<file path="src/rtl/demod_sched_pkg.sv">
// Shared types and constants for the demodulation pipeline scheduler.
//   state_e      : scheduler FSM states
//   NUM_SEG      : number of result segments returned by the pipeline
//   SEG_W        : width of one segment and of one requester data word
//   DEF_*        : default values for the scheduler parameters
package demod_sched_pkg;

   typedef enum logic [1:0] {
      ST_IDLE    = 2'd0,
      ST_RUN     = 2'd1,
      ST_RELEASE = 2'd2
   } state_e;

   localparam int NUM_SEG      = 10;
   localparam int SEG_W        = 32;

   localparam int DEF_NUM_REQ  = 4;
   localparam int DEF_PIPE_LAT = 3;
   localparam int DEF_TIMEOUT  = 15;

endpackage

</file>
<file path="src/rtl/rr_arbiter.sv">
// Combinational round-robin arbiter.
//   req_i : request vector, one bit per requester
//   ptr_i : index where the priority search begins
//   gnt_o : one-hot grant (all zero when no request is pending)
//   idx_o : index of the granted requester (zero when nothing is granted)
module rr_arbiter
   import demod_sched_pkg::*;
#(
   parameter int NUM_REQ = DEF_NUM_REQ,
   parameter int IDX_W   = $clog2(NUM_REQ)
) (
   input  logic [NUM_REQ-1:0] req_i,
   input  logic [IDX_W-1:0]   ptr_i,
   output logic [NUM_REQ-1:0] gnt_o,
   output logic [IDX_W-1:0]   idx_o
);

   logic             found;
   int               cand;
   logic [IDX_W-1:0] cand_idx;

   // Walk the requesters starting at ptr_i, wrapping around; the first one
   // found wins, which keeps the grant one-hot by construction.
   always_comb begin
      gnt_o    = '0;
      idx_o    = '0;
      found    = 1'b0;
      cand     = 0;
      cand_idx = '0;
      for (int i = 0; i < NUM_REQ; i++) begin
         cand     = (int'(ptr_i) + i) % NUM_REQ;
         cand_idx = IDX_W'(cand);
         if (!found && req_i[cand_idx]) begin
            found           = 1'b1;
            gnt_o[cand_idx] = 1'b1;
            idx_o           = cand_idx;
         end
      end
   end

endmodule

</file>
<file path="src/rtl/demod_pipe_scheduler.sv">
// Shares one demodulation pipeline among NUM_REQ requesters.
//   clk            : rising-edge clock
//   reset          : asynchronous active-low reset
//   req            : per-requester request levels
//   req_data       : per-requester 32-bit words, slice i for requester i
//   ack            : one-cycle one-hot grant pulse
//   pipe_input_bit : word handed to the pipeline, stable until next grant
//   pipe_start     : pipeline start level, high while a job runs
//   pipe_valid     : pipeline result valid
//   pipe_segment   : ten 32-bit result segments from the pipeline
//   res_valid      : one-cycle strobe when a result is captured
//   res_id         : requester that owns the captured result
//   res_seg        : captured segments, held until the next capture
//   sched_busy     : high whenever the FSM is not idle
//   timeout_err    : sticky flag set when a job exceeds TIMEOUT cycles
module demod_pipe_scheduler
   import demod_sched_pkg::*;
#(
   parameter int NUM_REQ  = DEF_NUM_REQ,
   parameter int PIPE_LAT = DEF_PIPE_LAT,
   parameter int TIMEOUT  = DEF_TIMEOUT
) (
   input  logic                          clk,
   input  logic                          reset,
   input  logic [NUM_REQ-1:0]            req,
   input  logic [NUM_REQ*SEG_W-1:0]      req_data,
   output logic [NUM_REQ-1:0]            ack,
   output logic [SEG_W-1:0]              pipe_input_bit,
   output logic                          pipe_start,
   input  logic                          pipe_valid,
   input  logic [NUM_SEG*SEG_W-1:0]      pipe_segment,
   output logic                          res_valid,
   output logic [$clog2(NUM_REQ)-1:0]    res_id,
   output logic [NUM_SEG*SEG_W-1:0]      res_seg,
   output logic                          sched_busy,
   output logic                          timeout_err
);

   localparam int IDX_W  = $clog2(NUM_REQ);
   localparam int WAIT_W = $clog2(TIMEOUT + 1);

   // A pipeline that cannot finish before the abort limit would never
   // deliver a result, so reject that configuration at elaboration.
   if (TIMEOUT <= PIPE_LAT) begin : g_bad_cfg
      $error("demod_pipe_scheduler: TIMEOUT must exceed PIPE_LAT");
   end

   state_e                     state_q, state_d;
   logic [IDX_W-1:0]           ptr_q, ptr_d;
   logic [IDX_W-1:0]           winner_q, winner_d;
   logic [WAIT_W-1:0]          wait_q, wait_d;
   logic [NUM_REQ-1:0]         ack_q, ack_d;
   logic [SEG_W-1:0]           pin_q, pin_d;
   logic                       start_q, start_d;
   logic                       rvld_q, rvld_d;
   logic [IDX_W-1:0]           rid_q, rid_d;
   logic [NUM_SEG*SEG_W-1:0]   rseg_q, rseg_d;
   logic                       terr_q, terr_d;

   logic [NUM_REQ-1:0]         arb_gnt;
   logic [IDX_W-1:0]           arb_idx;
   logic [SEG_W-1:0]           sel_word;

   rr_arbiter #(
      .NUM_REQ (NUM_REQ),
      .IDX_W   (IDX_W)
   ) u_arb (
      .req_i   (req),
      .ptr_i   (ptr_q),
      .gnt_o   (arb_gnt),
      .idx_o   (arb_idx)
   );

   always_comb begin
      sel_word = '0;
      for (int i = 0; i < NUM_REQ; i++) begin
         if (arb_idx == IDX_W'(i)) begin
            sel_word = req_data[i*SEG_W +: SEG_W];
         end
      end
   end

   always_comb begin
      state_d  = state_q;
      ptr_d    = ptr_q;
      winner_d = winner_q;
      wait_d   = wait_q;
      ack_d    = '0;
      pin_d    = pin_q;
      start_d  = start_q;
      rvld_d   = 1'b0;
      rid_d    = rid_q;
      rseg_d   = rseg_q;
      terr_d   = terr_q;
      unique case (state_q)
         ST_IDLE: begin
            if (|req) begin
               ack_d    = arb_gnt;
               pin_d    = sel_word;
               start_d  = 1'b1;
               winner_d = arb_idx;
               wait_d   = '0;
               state_d  = ST_RUN;
            end
         end
         ST_RUN: begin
            // A valid arriving on the last allowed cycle still counts as a
            // result, so it is checked before the timeout.
            if (pipe_valid) begin
               rseg_d  = pipe_segment;
               rid_d   = winner_q;
               rvld_d  = 1'b1;
               start_d = 1'b0;
               state_d = ST_RELEASE;
            end else if (wait_q == WAIT_W'(TIMEOUT - 1)) begin
               terr_d  = 1'b1;
               start_d = 1'b0;
               state_d = ST_RELEASE;
            end else begin
               wait_d  = wait_q + 1'b1;
            end
         end
         ST_RELEASE: begin
            if (winner_q == IDX_W'(NUM_REQ - 1)) begin
               ptr_d = '0;
            end else begin
               ptr_d = winner_q + 1'b1;
            end
            wait_d  = '0;
            state_d = ST_IDLE;
         end
         default: begin
            start_d = 1'b0;
            state_d = ST_IDLE;
         end
      endcase
   end

   always_ff @(posedge clk or negedge reset) begin
      if (!reset) begin
         state_q  <= ST_IDLE;
         ptr_q    <= '0;
         winner_q <= '0;
         wait_q   <= '0;
         ack_q    <= '0;
         pin_q    <= '0;
         start_q  <= 1'b0;
         rvld_q   <= 1'b0;
         rid_q    <= '0;
         rseg_q   <= '0;
         terr_q   <= 1'b0;
      end else begin
         state_q  <= state_d;
         ptr_q    <= ptr_d;
         winner_q <= winner_d;
         wait_q   <= wait_d;
         ack_q    <= ack_d;
         pin_q    <= pin_d;
         start_q  <= start_d;
         rvld_q   <= rvld_d;
         rid_q    <= rid_d;
         rseg_q   <= rseg_d;
         terr_q   <= terr_d;
      end
   end

   assign ack            = ack_q;
   assign pipe_input_bit = pin_q;
   assign pipe_start     = start_q;
   assign res_valid      = rvld_q;
   assign res_id         = rid_q;
   assign res_seg        = rseg_q;
   assign sched_busy     = (state_q != ST_IDLE);
   assign timeout_err    = terr_q;

endmodule

</file>
<file path="config.mk">
export PLATFORM = sky130hd
export DESIGN_NAME = demod_pipe_scheduler
export DESIGN_NICKNAME = d
export VERILOG_FILES = /design/src/rtl/demod_sched_pkg.sv /design/src/rtl/rr_arbiter.sv /design/src/rtl/demod_pipe_scheduler.sv
export SDC_FILE = /design/constraint.sdc
export NUM_CORES = 1
export LEC_CHECK = 0
export ABC_AREA = 1
export CAP_MARGIN = 25
export CORE_AREA = 2 2 316 318
export CTS_CLUSTER_DIAMETER = 40
export CTS_CLUSTER_SIZE = 10
export DETAILED_ROUTE_END_ITERATION = 8
export DIE_AREA = 0 0 318 320
export GPL_TIMING_DRIVEN = 0
export SLEW_MARGIN = 10
export SYNTH_ARGS = -nofsm -noshare
export SYNTH_HDL_FRONTEND = slang
export SYNTH_SLANG_ARGS = --single-unit
</file>
<file path="constraint.sdc">
create_clock -name clk -period 3.7 [get_ports clk]
set_input_delay 0.925 -clock clk [delete_from_list [all_inputs] [get_ports clk]]
set_output_delay 0.925 -clock clk [all_outputs]
set_load 0.1 [all_outputs]
</file>
==> results.json <==
{
  "clock.fmax_mhz": 303.2,
  "rows": 115,
  "status": "completed",
  "post_cts_buffers": 0,
  "io_buffers": 816,
  "gp_congestion": 0.8853,
  "avgViaCountPerCell": 3.728,
  "first_pass_iters": 5,
  "crit_required_ns": 2.77,
  "drive_gt1_share_pct": 24.89,
  "grtUsageTotal_pct": 12.78,
  "dr.first_iter.drc_count": 474,
  "antenna_found_initial": 11,
  "fin_area_sq_um": 28740,
  "whs_ns": 0.2756,
  "io-pin-count": 817,
  "clock_sinks": 371,
  "cts_tree": "built",
  "die_h_um": 320,
  "worst_pin_slew_ns": 1.104,
  "ctsLongestPathBuffers": 3,
  "die_w_um": 318,
  "yosysWarnings": 0,
  "wl_per_cell_um": 18.98,
  "grt_pass1_vias": 13996,
  "period_share_pct": 89.13,
  "vias": 13075,
  "fin_crit_ns": 3.298,
  "dieArea_sq_um": 101800,
  "cts_buffers": 73,
  "synthesis.nets": 1698,
  "cts_root_buf": "clkbuf_16",
  "skew_ns": 0.02880,
  "maxCapViolCount": 0,
  "hp-class": "input pin to asynchronous set/reset pin",
  "path_class": "flop to output port",
  "hold_viol_final": 0,
  "post_dp_cell_area_sq_um": 26110,
  "grt_max_degree": 100,
  "cp-start-kind": "flop",
  "cts_hold_buffers": 0,
  "gr-total-overflow": 0,
  "maxSlewViolCount": 0,
  "grt_first_pass_wirelength_mm": 95.28,
  "synthArstFlopShare_pct": 100.0,
  "ys_seq_area_share_pct": 60.40,
  "setup_viol": 0,
  "cts.reportedPaths.clkPinSlew_ns": 0.05,
  "final_nets": 2626,
  "post_cts_resized": 0,
  "timing.slew.headroom_pct": 26.18,
  "rsz0062_at_grt": "no",
  "core_region_area_sq_um": 97990,
  "yosysUniqueCellTypes": 30,
  "synth_edf_count": 0,
  "drt_wl_total_mm": 66.58,
  "nFillCells": 10085,
  "crit_arrival_ns": 2.37,
  "synth.avg_cell_area_sq_um": 12.48,
  "start_util_pct": 15.69,
  "crit_fanout": 5,
  "mostFrequentLayoutCells": "clkdlybuf4s50_1 (805), dfrtp_1 (371), mux2_2 (322)",
  "htree_levels": 3,
  "mostFrequentLayoutCell": "clkdlybuf4s50_1",
  "syn_inst": 1232,
  "yosys_most_used_dff": "dfrtp_1",
  "postRouteAntennaNets": 0,
  "hpwl_mm": 53.80,
  "worstSkewPairLatency_ns": 0.63,
  "drcViolationCount": 0,
  "synth_area_sq_um": 15370,
  "end_kind": "output port",
  "area_delta_synth_final_pct": 87.00,
  "ys_seq_elements": 371
}
## layout make-up
cell class	instances	area [sq um]	share of cell area (%)
Antenna cell	2	5.005	0.01741
Buffer	61	311.5	1.084
Clock buffer	97	2077	7.226
Clock inverter	36	548.0	1.907
Inverter	84	317.8	1.106
Multi-Input combinational cell	716	5461	19.00
Sequential cell	371	9284	32.30
Tap cell	1287	1610	5.602
Timing Repair Buffer	853	9129	31.76
## synthesized netlist by cell type (2+ instances only)
| library cell | n | area (sq um) |
|---|---|---|
| mux2_2 | 322 | 3626 |
| nand3_2 | 2 | 20.02 |
| nor2_2 | 3 | 18.77 |
| nand4_1 | 2 | 12.51 |
| o2111ai_1 | 2 | 17.52 |
| dfrtp_1 | 371 | 9284 |
| clkbuf_1 | 19 | 71.32 |
| o21ai_1 | 19 | 95.09 |
| nand2_1 | 209 | 784.5 |
| o21ai_0 | 44 | 220.2 |
| buf_2 | 35 | 175.2 |
| nor2_1 | 14 | 52.55 |
| nand2_2 | 4 | 25.02 |
| buf_6 | 3 | 33.78 |
| nand2_4 | 2 | 22.52 |
| nand3_1 | 70 | 350.3 |
| a21oi_1 | 5 | 25.02 |
| buf_4 | 4 | 30.03 |
| inv_1 | 81 | 304.0 |
| ha_1 | 11 | 137.6 |
## final timing paths
| path | slack (ns) | cells past startpoint | endpoint | startpoint |
|---|---|---|---|---|
| max in group asynchronous | 1.93 | 3 | timeout_err$_DFFE_PN0P_ | reset |
| hold / removal | 0.28 | 1 | res_seg[309]$_DFFE_PN0P_ | reset |
| min in group clk | 0.47 | 2 | pipe_input_bit[23]$_DFFE_PN0P_ | pipe_input_bit[23]$_DFFE_PN0P_ |
| setup / recovery | 0.40 | 3 | sched_busy | state_q[0]$_DFFE_PN0P_ |
| hold reg to reg | 0.47 | 2 | pipe_input_bit[23]$_DFFE_PN0P_ | pipe_input_bit[23]$_DFFE_PN0P_ |
| setup reg to reg | 0.61 | 15 | pipe_input_bit[11]$_DFFE_PN0P_ | ptr_q[1]$_DFFE_PN0P_ |
## flip-flops by register name, indices dropped and copies added, names as in the netlist
signal	cells
res_seg	320
pipe_input_bit	32
ack	4
wait_q	4
ptr_q	2
res_id	2
state_q	2
winner_q	2
pipe_start	1
res_valid	1
timeout_err	1
## cell families (layout without fill, tap and decap cells)
kind of cell	after synthesis	after routing	synth area share (%)
XOR/XNOR	1	1	0.05699
AO/OA/AOI/OAI	75	75	2.572
other	0	2	0
flip-flops	371	371	60.40
buffers and inverters	145	1131	4.086
multiplexers	322	322	23.59
AND/OR/NAND/NOR	307	307	8.400
adder cells (fa/ha/maj)	11	11	0.8954
## routing by layer
metal | vias to the layer above | wire length [um] | track usage, %
met5 | - | 59 | 0
met4 | 8 | 2252 | 5.175
met3 | 126 | 6561 | 5.667
met2 | 597 | 32620 | 21.78
met1 | 6321 | 25080 | 13.80
li1 | 6023 | - | -
## through the flow
step | setup slack, ns | TNS, ns | std cells | util, %
after detailed placement | -0.03179 | -0.1846 | 3372 | 26.65
after floorplan | 1.351 | 0 | 1232 | -
final | 0.4023 | 0 | 3507 | 29.33
after CTS | 0.3258 | 0 | 3505 | 29.33
after global placement | -16.16 | -6215.86 | 3335 | 25.67
after global routing | 0.2877 | 0 | 3506 | 29.33
## worst max-delay path, cell delays in order (launching register included)
cell	delay (ns)
dfrtp_1	0.39
nor2_1	0.07
inv_1	0.09
clkdlybuf4s50_1	1.20
Power is not shown: default switching activity piles up to over one toggle a cycle in this logic, so the estimate is an artifact.
